[src/rtl/spi_pkg.sv]
// Shared SPI definitions: frame-width encodings and helpers used by both
// the transmit and receive shift blocks.
package spi_pkg;

  localparam logic [1:0] DF_8  = 2'b00;
  localparam logic [1:0] DF_16 = 2'b01;
  localparam logic [1:0] DF_32 = 2'b10;

  // Index of the last bit of a frame (frame length minus one).
  function automatic logic [4:0] frame_max(input logic [1:0] df);
    logic [4:0] mx;
    case (df)
      DF_8:    mx = 5'd7;
      DF_16:   mx = 5'd15;
      default: mx = 5'd31;
    endcase
    return mx;
  endfunction

  // Mask covering the low N bits of a frame.
  function automatic logic [31:0] frame_mask(input logic [1:0] df);
    logic [31:0] m;
    case (df)
      DF_8:    m = 32'h0000_00FF;
      DF_16:   m = 32'h0000_FFFF;
      default: m = 32'hFFFF_FFFF;
    endcase
    return m;
  endfunction

  // Converts between wire order and word order. raw[k] is wire bit k.
  // LSB-first: the wire order already is the word order.
  // MSB-first: the frame is mirrored within its N bits.
  // Bits above the frame width come out as zero.
  function automatic logic [31:0] sort_bits(input logic [31:0] raw,
                                            input logic [1:0]  df,
                                            input logic        lsbf);
    logic [31:0] w;
    logic [4:0]  mx;
    mx = frame_max(df);
    w  = '0;
    if (lsbf) begin
      w = raw & frame_mask(df);
    end else begin
      for (int i = 0; i < 32; i++) begin
        if (5'(i) <= mx) w[mx - 5'(i)] = raw[i];
      end
    end
    return w;
  endfunction

endpackage

[src/rtl/serial_crc_new.sv]
// Bit-serial CRC generator/checker, shared by the transmit and receive paths.
// One bit per clock while data_valid is high. The register width follows
// crc_mode (8/16/32). The seed is zero, and init clears the register.
module serial_crc_new
  import spi_pkg::*;
(
  input  logic        clk,
  input  logic        rst_n,
  input  logic        data_in,
  input  logic        data_valid,
  input  logic        init,
  input  logic [1:0]  crc_mode,
  input  logic [31:0] polynomial,
  output logic [31:0] crc_out
);

  logic [31:0] crc_q;
  logic [31:0] crc_d;
  logic [31:0] mask;
  logic [4:0]  top;
  logic        fb;

  // Next CRC state: shift left, then XOR in the polynomial when the
  // top bit XOR the incoming bit is 1. The result is clipped to the width.
  always_comb begin
    top   = frame_max(crc_mode);
    mask  = frame_mask(crc_mode);
    fb    = crc_q[top] ^ data_in;
    crc_d = ({crc_q[30:0], 1'b0} ^ (fb ? polynomial : 32'd0)) & mask;
  end

  // CRC register. init has priority over accumulating a bit.
  always_ff @(posedge clk or negedge rst_n) begin
    if (!rst_n)          crc_q <= '0;
    else if (init)       crc_q <= '0;
    else if (data_valid) crc_q <= crc_d;
  end

  assign crc_out = crc_q;

endmodule

[src/rtl/spi_rxc.sv]
// SPI receive datapath. It samples shift_in on every rising edge of sclk_tx,
// assembles 8/16/32-bit frames and restores the bit order. It also counts
// frames, raises RXNE/overrun, and checks the trailing CRC frame.
module spi_rxc
  import spi_pkg::*;
(
  input  logic        sclk_tx,
  input  logic        spi_tx_rstn,
  input  logic        shift_in,
  input  logic        rx_en,
  input  logic [1:0]  df,
  input  logic        lsbf,
  input  logic [12:0] spi_rnum,
  input  logic        crc_en,
  input  logic [31:0] crc_poly,
  input  logic        rx_rd,
  input  logic        err_clr,
  output logic [31:0] rx_data,
  output logic        rx_valid,
  output logic        rxne,
  output logic        ovr,
  output logic        rx_num_max_en,
  output logic        crc_done,
  output logic        crc_err,
  output logic [31:0] rx_crc_data_out
);

  logic [4:0]  bit_cnt;
  logic [4:0]  max_bit;
  logic [31:0] raw;
  logic [31:0] raw_nxt;
  logic [31:0] word;
  logic [31:0] mask;
  logic [12:0] rx_num_cnt;
  logic        last_bit;
  logic        frame_done;
  logic        crc_frame;
  logic        data_frame;
  logic        crc_match;
  logic        crc_valid;
  logic        crc_init;
  logic [31:0] crc_val;

  assign rx_num_max_en = (rx_num_cnt >= spi_rnum);

  // Frame assembly. The bit sampled on this edge is merged into raw, so the
  // completed word is available on the same edge as its last bit.
  always_comb begin
    max_bit          = frame_max(df);
    mask             = frame_mask(df);
    raw_nxt          = raw;
    raw_nxt[bit_cnt] = shift_in;
    word             = sort_bits(raw_nxt, df, lsbf);
    // ">=" lets a counter that somehow ended up past max still wrap.
    last_bit         = (bit_cnt >= max_bit);
    frame_done       = rx_en & last_bit;
    crc_frame        = frame_done & crc_en & rx_num_max_en;
    data_frame       = frame_done & ~crc_frame;
    crc_match        = (word == (crc_val & mask));
  end

  // Bit counter and raw shift register. Both are cleared while receive is disabled.
  always_ff @(posedge sclk_tx or negedge spi_tx_rstn) begin
    if (!spi_tx_rstn) begin
      bit_cnt <= '0;
      raw     <= '0;
    end else if (!rx_en) begin
      bit_cnt <= '0;
      raw     <= '0;
    end else if (last_bit) begin
      bit_cnt <= '0;
      raw     <= '0;
    end else begin
      bit_cnt <= bit_cnt + 5'd1;
      raw     <= raw_nxt;
    end
  end

  // Frame counter. It saturates once the data-frame count is reached.
  always_ff @(posedge sclk_tx or negedge spi_tx_rstn) begin
    if (!spi_tx_rstn)                      rx_num_cnt <= '0;
    else if (!rx_en)                       rx_num_cnt <= '0;
    else if (frame_done && !rx_num_max_en) rx_num_cnt <= rx_num_cnt + 13'd1;
  end

  // Data frame output. rx_data is always overwritten with the newest frame.
  always_ff @(posedge sclk_tx or negedge spi_tx_rstn) begin
    if (!spi_tx_rstn) begin
      rx_data  <= '0;
      rx_valid <= 1'b0;
    end else begin
      rx_valid <= data_frame;
      if (data_frame) rx_data <= word;
    end
  end

  // RXNE flag. A new frame takes priority over a read on the same edge.
  always_ff @(posedge sclk_tx or negedge spi_tx_rstn) begin
    if (!spi_tx_rstn)    rxne <= 1'b0;
    else if (data_frame) rxne <= 1'b1;
    else if (rx_rd)      rxne <= 1'b0;
  end

  // Sticky overrun flag. It is set when a frame lands in an unread buffer,
  // and setting wins over err_clr.
  always_ff @(posedge sclk_tx or negedge spi_tx_rstn) begin
    if (!spi_tx_rstn)                       ovr <= 1'b0;
    else if (data_frame && rxne && !rx_rd)  ovr <= 1'b1;
    else if (err_clr)                       ovr <= 1'b0;
  end

  // CRC frame check. crc_done pulses once, and crc_err is sticky until err_clr.
  always_ff @(posedge sclk_tx or negedge spi_tx_rstn) begin
    if (!spi_tx_rstn) begin
      crc_done <= 1'b0;
      crc_err  <= 1'b0;
    end else begin
      crc_done <= crc_frame;
      if (crc_frame && !crc_match) crc_err <= 1'b1;
      else if (err_clr)            crc_err <= 1'b0;
    end
  end

  // The CRC only sees data frames. It stops once the frame count is reached.
  assign crc_valid = crc_en & rx_en & ~rx_num_max_en;
  assign crc_init  = ~crc_en;

  serial_crc_new u_crc (
    .clk        (sclk_tx),
    .rst_n      (spi_tx_rstn),
    .data_in    (shift_in),
    .data_valid (crc_valid),
    .init       (crc_init),
    .crc_mode   (df),
    .polynomial (crc_poly),
    .crc_out    (crc_val)
  );

  assign rx_crc_data_out = crc_val;

endmodule

[config.mk]
export PLATFORM = sky130hd
export DESIGN_NAME = spi_rxc
export DESIGN_NICKNAME = d
export VERILOG_FILES = /design/src/rtl/spi_pkg.sv /design/src/rtl/serial_crc_new.sv /design/src/rtl/spi_rxc.sv
export SDC_FILE = /design/constraint.sdc
export NUM_CORES = 1
export LEC_CHECK = 0
export BUFFER_PORTS_ARGS = -buffer_cell sky130_fd_sc_hd__buf_2
export CAP_MARGIN = 20
export CORE_ASPECT_RATIO = 0.8
export CORE_MARGIN = 2
export CORE_UTILIZATION = 62
export CTS_BUF_LIST = sky130_fd_sc_hd__clkbuf_8 sky130_fd_sc_hd__clkbuf_16
export DETAILED_ROUTE_END_ITERATION = 8
export GPL_TIMING_DRIVEN = 0
export HOLD_SLACK_MARGIN = 0.15
export PLACE_DENSITY_LB_ADDON = 0.15
export SLEW_MARGIN = 20
export SYNTH_ARGS = -nofsm -noshare
export SYNTH_HDL_FRONTEND = slang
export SYNTH_SLANG_ARGS = --single-unit
[constraint.sdc]
create_clock -name sclk_tx -period 9.4 [get_ports sclk_tx]
set_input_delay 0.47 -clock sclk_tx [delete_from_list [all_inputs] [get_ports sclk_tx]]
set_output_delay 0.47 -clock sclk_tx [all_outputs]
set_load 0.01 [all_outputs]
==> impl_metrics.yaml <==
worst_setup_path:
  crit_fanout: 10
  cp.required_ps: 9700
  crit_type: "in -> reg"
  r2r-start: "bit_cnt[0]"
  cp.arrival_ps: 4860
  crit_path_end_kind: "register"
  r2r_slack_ps: 5330
  crit_start: "df[1]"
  cp-start-kind: "primary input"
routing:
  vias: 7960
  drc_errors: 0
  dr.pass1.iters: 6
  postRouteAntennaNets: 0
  wl_mm: 27.0
  drt_iter0_drc: 873
  avgViaCountPerCell: 6.33
  wl_per_cell_microns: 21.5
sta:
  rsz0062_at_grt: "no"
  hold_viol: 0
  period_needed_ps: 4570
  tightest_slew_ps: 1140
  fin_worst_skew_ps: 6.48
  final_max_slew_viol_count: 0
  fmax_mhz: 219
  period_share_pct: 48.6
  fin_setup_tns_ps: 0
  setup_violations: 0
  slew_headroom_pct: 21.7
grt:
  grt_max_degree: 73
  grt.overflow.total: 0
  grt_pass1_vias: 7612
  antenna_found_initial: 0
  grt_pass1_wl_mm: 43.2
  track_usage_pct: 40.0
clocking:
  htreeDepth: 4
  holdBufCountCts: 1
  cts_root_buffer: "clkbuf_16"
  post-cts-setup-buffer-count: 0
  cts_tree: "built"
  numCtsBuffers: 17
  cts_sinks: 119
  insertion_delay_ps: 420
  post_cts_resize_count: 0
  path_clk_slew_ps: 60
  cts_buffer_depth: 2
power_and_ir_drop:
  p_sw_uw: 430
  clock_power_share_pct: 47.6
  p_per_area_nw_per_um2: 161
  p_seq_share_pct: 35.8
  power_frac_comb_pct: 16.6
  intPower_uw: 1140
  switching_share_pct: 27.5
  p_leak_uw: 0.00462
  power.total_uw: 1560
  vdd_drop_max_mv: 0.142
min_path:
  holdCritPathClass: "in -> reg"
  worstHoldStart: "crc_poly[0]"
finish:
  mostFrequentLayoutCell: "nand2_1"
  diodes: 0
  drive_gt1_share_pct: 19.0
  nFillCells: 999
  nNetsFinal: 1146
  area_delta_synth_final_pct: 19.0
  layout_common_cells: "nand2_1, buf_2, dfrtp_1, mux2i_1, nor2_1"
yosys:
  syn_nets: 1004
  synth_edf_count: 0
  synth_cell_types: 69
  synth_cells: 928
  avgSynthCellArea_sq_um: 8.78
  synth_compound_area_share_pct: 11.7
  synth-seq-area-share_pct: 36.5
  synth_mux_area_share_pct: 14.6
  synth-seq-cells: 119
  yosys-top-cells-area: "dfrtp_1, mux2i_1, nand2_1"
  ys.flop_type: "dfrtp_1"
  yosysWarnings: 0
  synth_top_family_by_area: "simple AND/OR/NAND/NOR gates"
  async_reset_ff_share_pct: 100
  synth_top_area_share_pct: 36.5
  synth_fa_ha_area_share_pct: 3.22
  synth_top_cell_by_area: "dfrtp_1"
  synthSimpleGateAreaFrac_pct: 21.3
  synth-xor-area-share_pct: 7.09
  netlist_area_sq_um: 8150
die:
  fp.dieArea_sq_um: 14100
  core_sq_um: 12900
  initial_utilization_pct: 63.3
  rows: 37
  ios: 125
  die_width_microns: 132
  fp.dieH_microns: 107
job:
  cap_violations: 0
status:
  status: "finished clean"
placement:
  hpwlAfterDp_mm: 19.6
  port_buffers: 121
  place_congestion: 1.02
## cell usage after synthesis (7+ instances only)
| cell type | instances |
|---|---|
| a211oi_1 | 7 |
| a21oi_1 | 28 |
| a31oi_1 | 8 |
| buf_1 | 12 |
| buf_2 | 13 |
| clkbuf_1 | 42 |
| dfrtp_1 | 119 |
| ha_1 | 21 |
| inv_1 | 42 |
| mux2_2 | 21 |
| mux2i_1 | 93 |
| nand2_1 | 165 |
| nand2b_1 | 12 |
| nand3_1 | 28 |
| nand4_1 | 14 |
| nand4b_1 | 11 |
| nor2_1 | 65 |
| nor2b_1 | 8 |
| nor3_1 | 7 |
| nor3b_1 | 7 |
| nor4bb_1 | 8 |
| o211ai_1 | 8 |
| o21ai_0 | 23 |
| xnor2_1 | 48 |
| xor2_1 | 18 |
## registers in the layout (all words and copies together) (netlist names)
| name | flops |
|---|---|
| u_crc.crc_out | 32 |
| crc_done | 1 |
| rxne | 1 |
| bit_cnt | 5 |
| rx_data | 32 |
| rx_valid | 1 |
| rx_num_cnt | 13 |
| crc_err | 1 |
| raw | 32 |
| ovr | 1 |
## worst max-delay path, stage by stage
cell and delay [ps]:
buf_2 100, clkbuf_1 480, inv_2 240, nand2_1 280, clkinv_1 420, ha_1 430, nand2_1 40, o21bai_1 170
a21o_1 340, and2_1 230, nand2_1 190, o22ai_1 660, buf_2 390, mux2_2 400
## final cells by class
cell class	count	area, sq um	area share [%]
Clock buffer	21	480	4.95
Buffer	68	279	2.88
Multi-Input combinational cell	695	4730	48.7
Timing Repair Buffer	123	649	6.69
Clock inverter	11	194	2.00
Sequential cell	119	2980	30.7
Tap cell	175	219	2.26
Inverter	46	173	1.78
## kinds of logic after synthesis
kind of cell	Yosys count
AND/OR/NAND/NOR	356
buffers and inverters	114
AO/OA/AOI/OAI	137
flip-flops	119
multiplexers	115
XOR/XNOR	66
adder cells (fa/ha/maj)	21
## power by group through the flow
stage          registers [uW]  logic [uW]  clock network (uW)
6_report                  560         260                 745
2_1_floorplan             574         147                   0
3_5_place_dp              568         251                   0
3_3_place_gp              567         246                   0
4_1_cts                   559         255                 743
5_1_grt                   562         283                 766
## metrics by stage
step	cells	utilization (%)	hold WS, ps	instance area, sq um	worst slack, ps
2_1_floorplan	928	-	174	8150	6140
3_3_place_gp	1224	69.7	485	8970	4690
3_5_place_dp	1225	70.1	439	9020	4640
4_1_cts	1258	75.4	329	9700	5020
5_1_grt	1258	75.4	337	9700	4690
6_report	1258	75.4	327	9700	4830
## final timing paths
check / end / cells past startpoint
min: u_crc.crc_out[0] / 3
min in group asynchronous: rx_num_cnt[3] / 2
max: rx_data[14] / 14
max in group asynchronous: rx_data[3] / 3
max reg2reg: crc_err / 10
min reg2reg: ovr / 1
## per-layer routing
metal	part of all wire, %	wire (microns)	global-route usage, %
met3	12	3140	10.4
met2	43	11600	59.6
met5	0	0	0
met4	3.6	984	14.3
met1	42	11300	56.5
(Power assumes the default switching activity.)
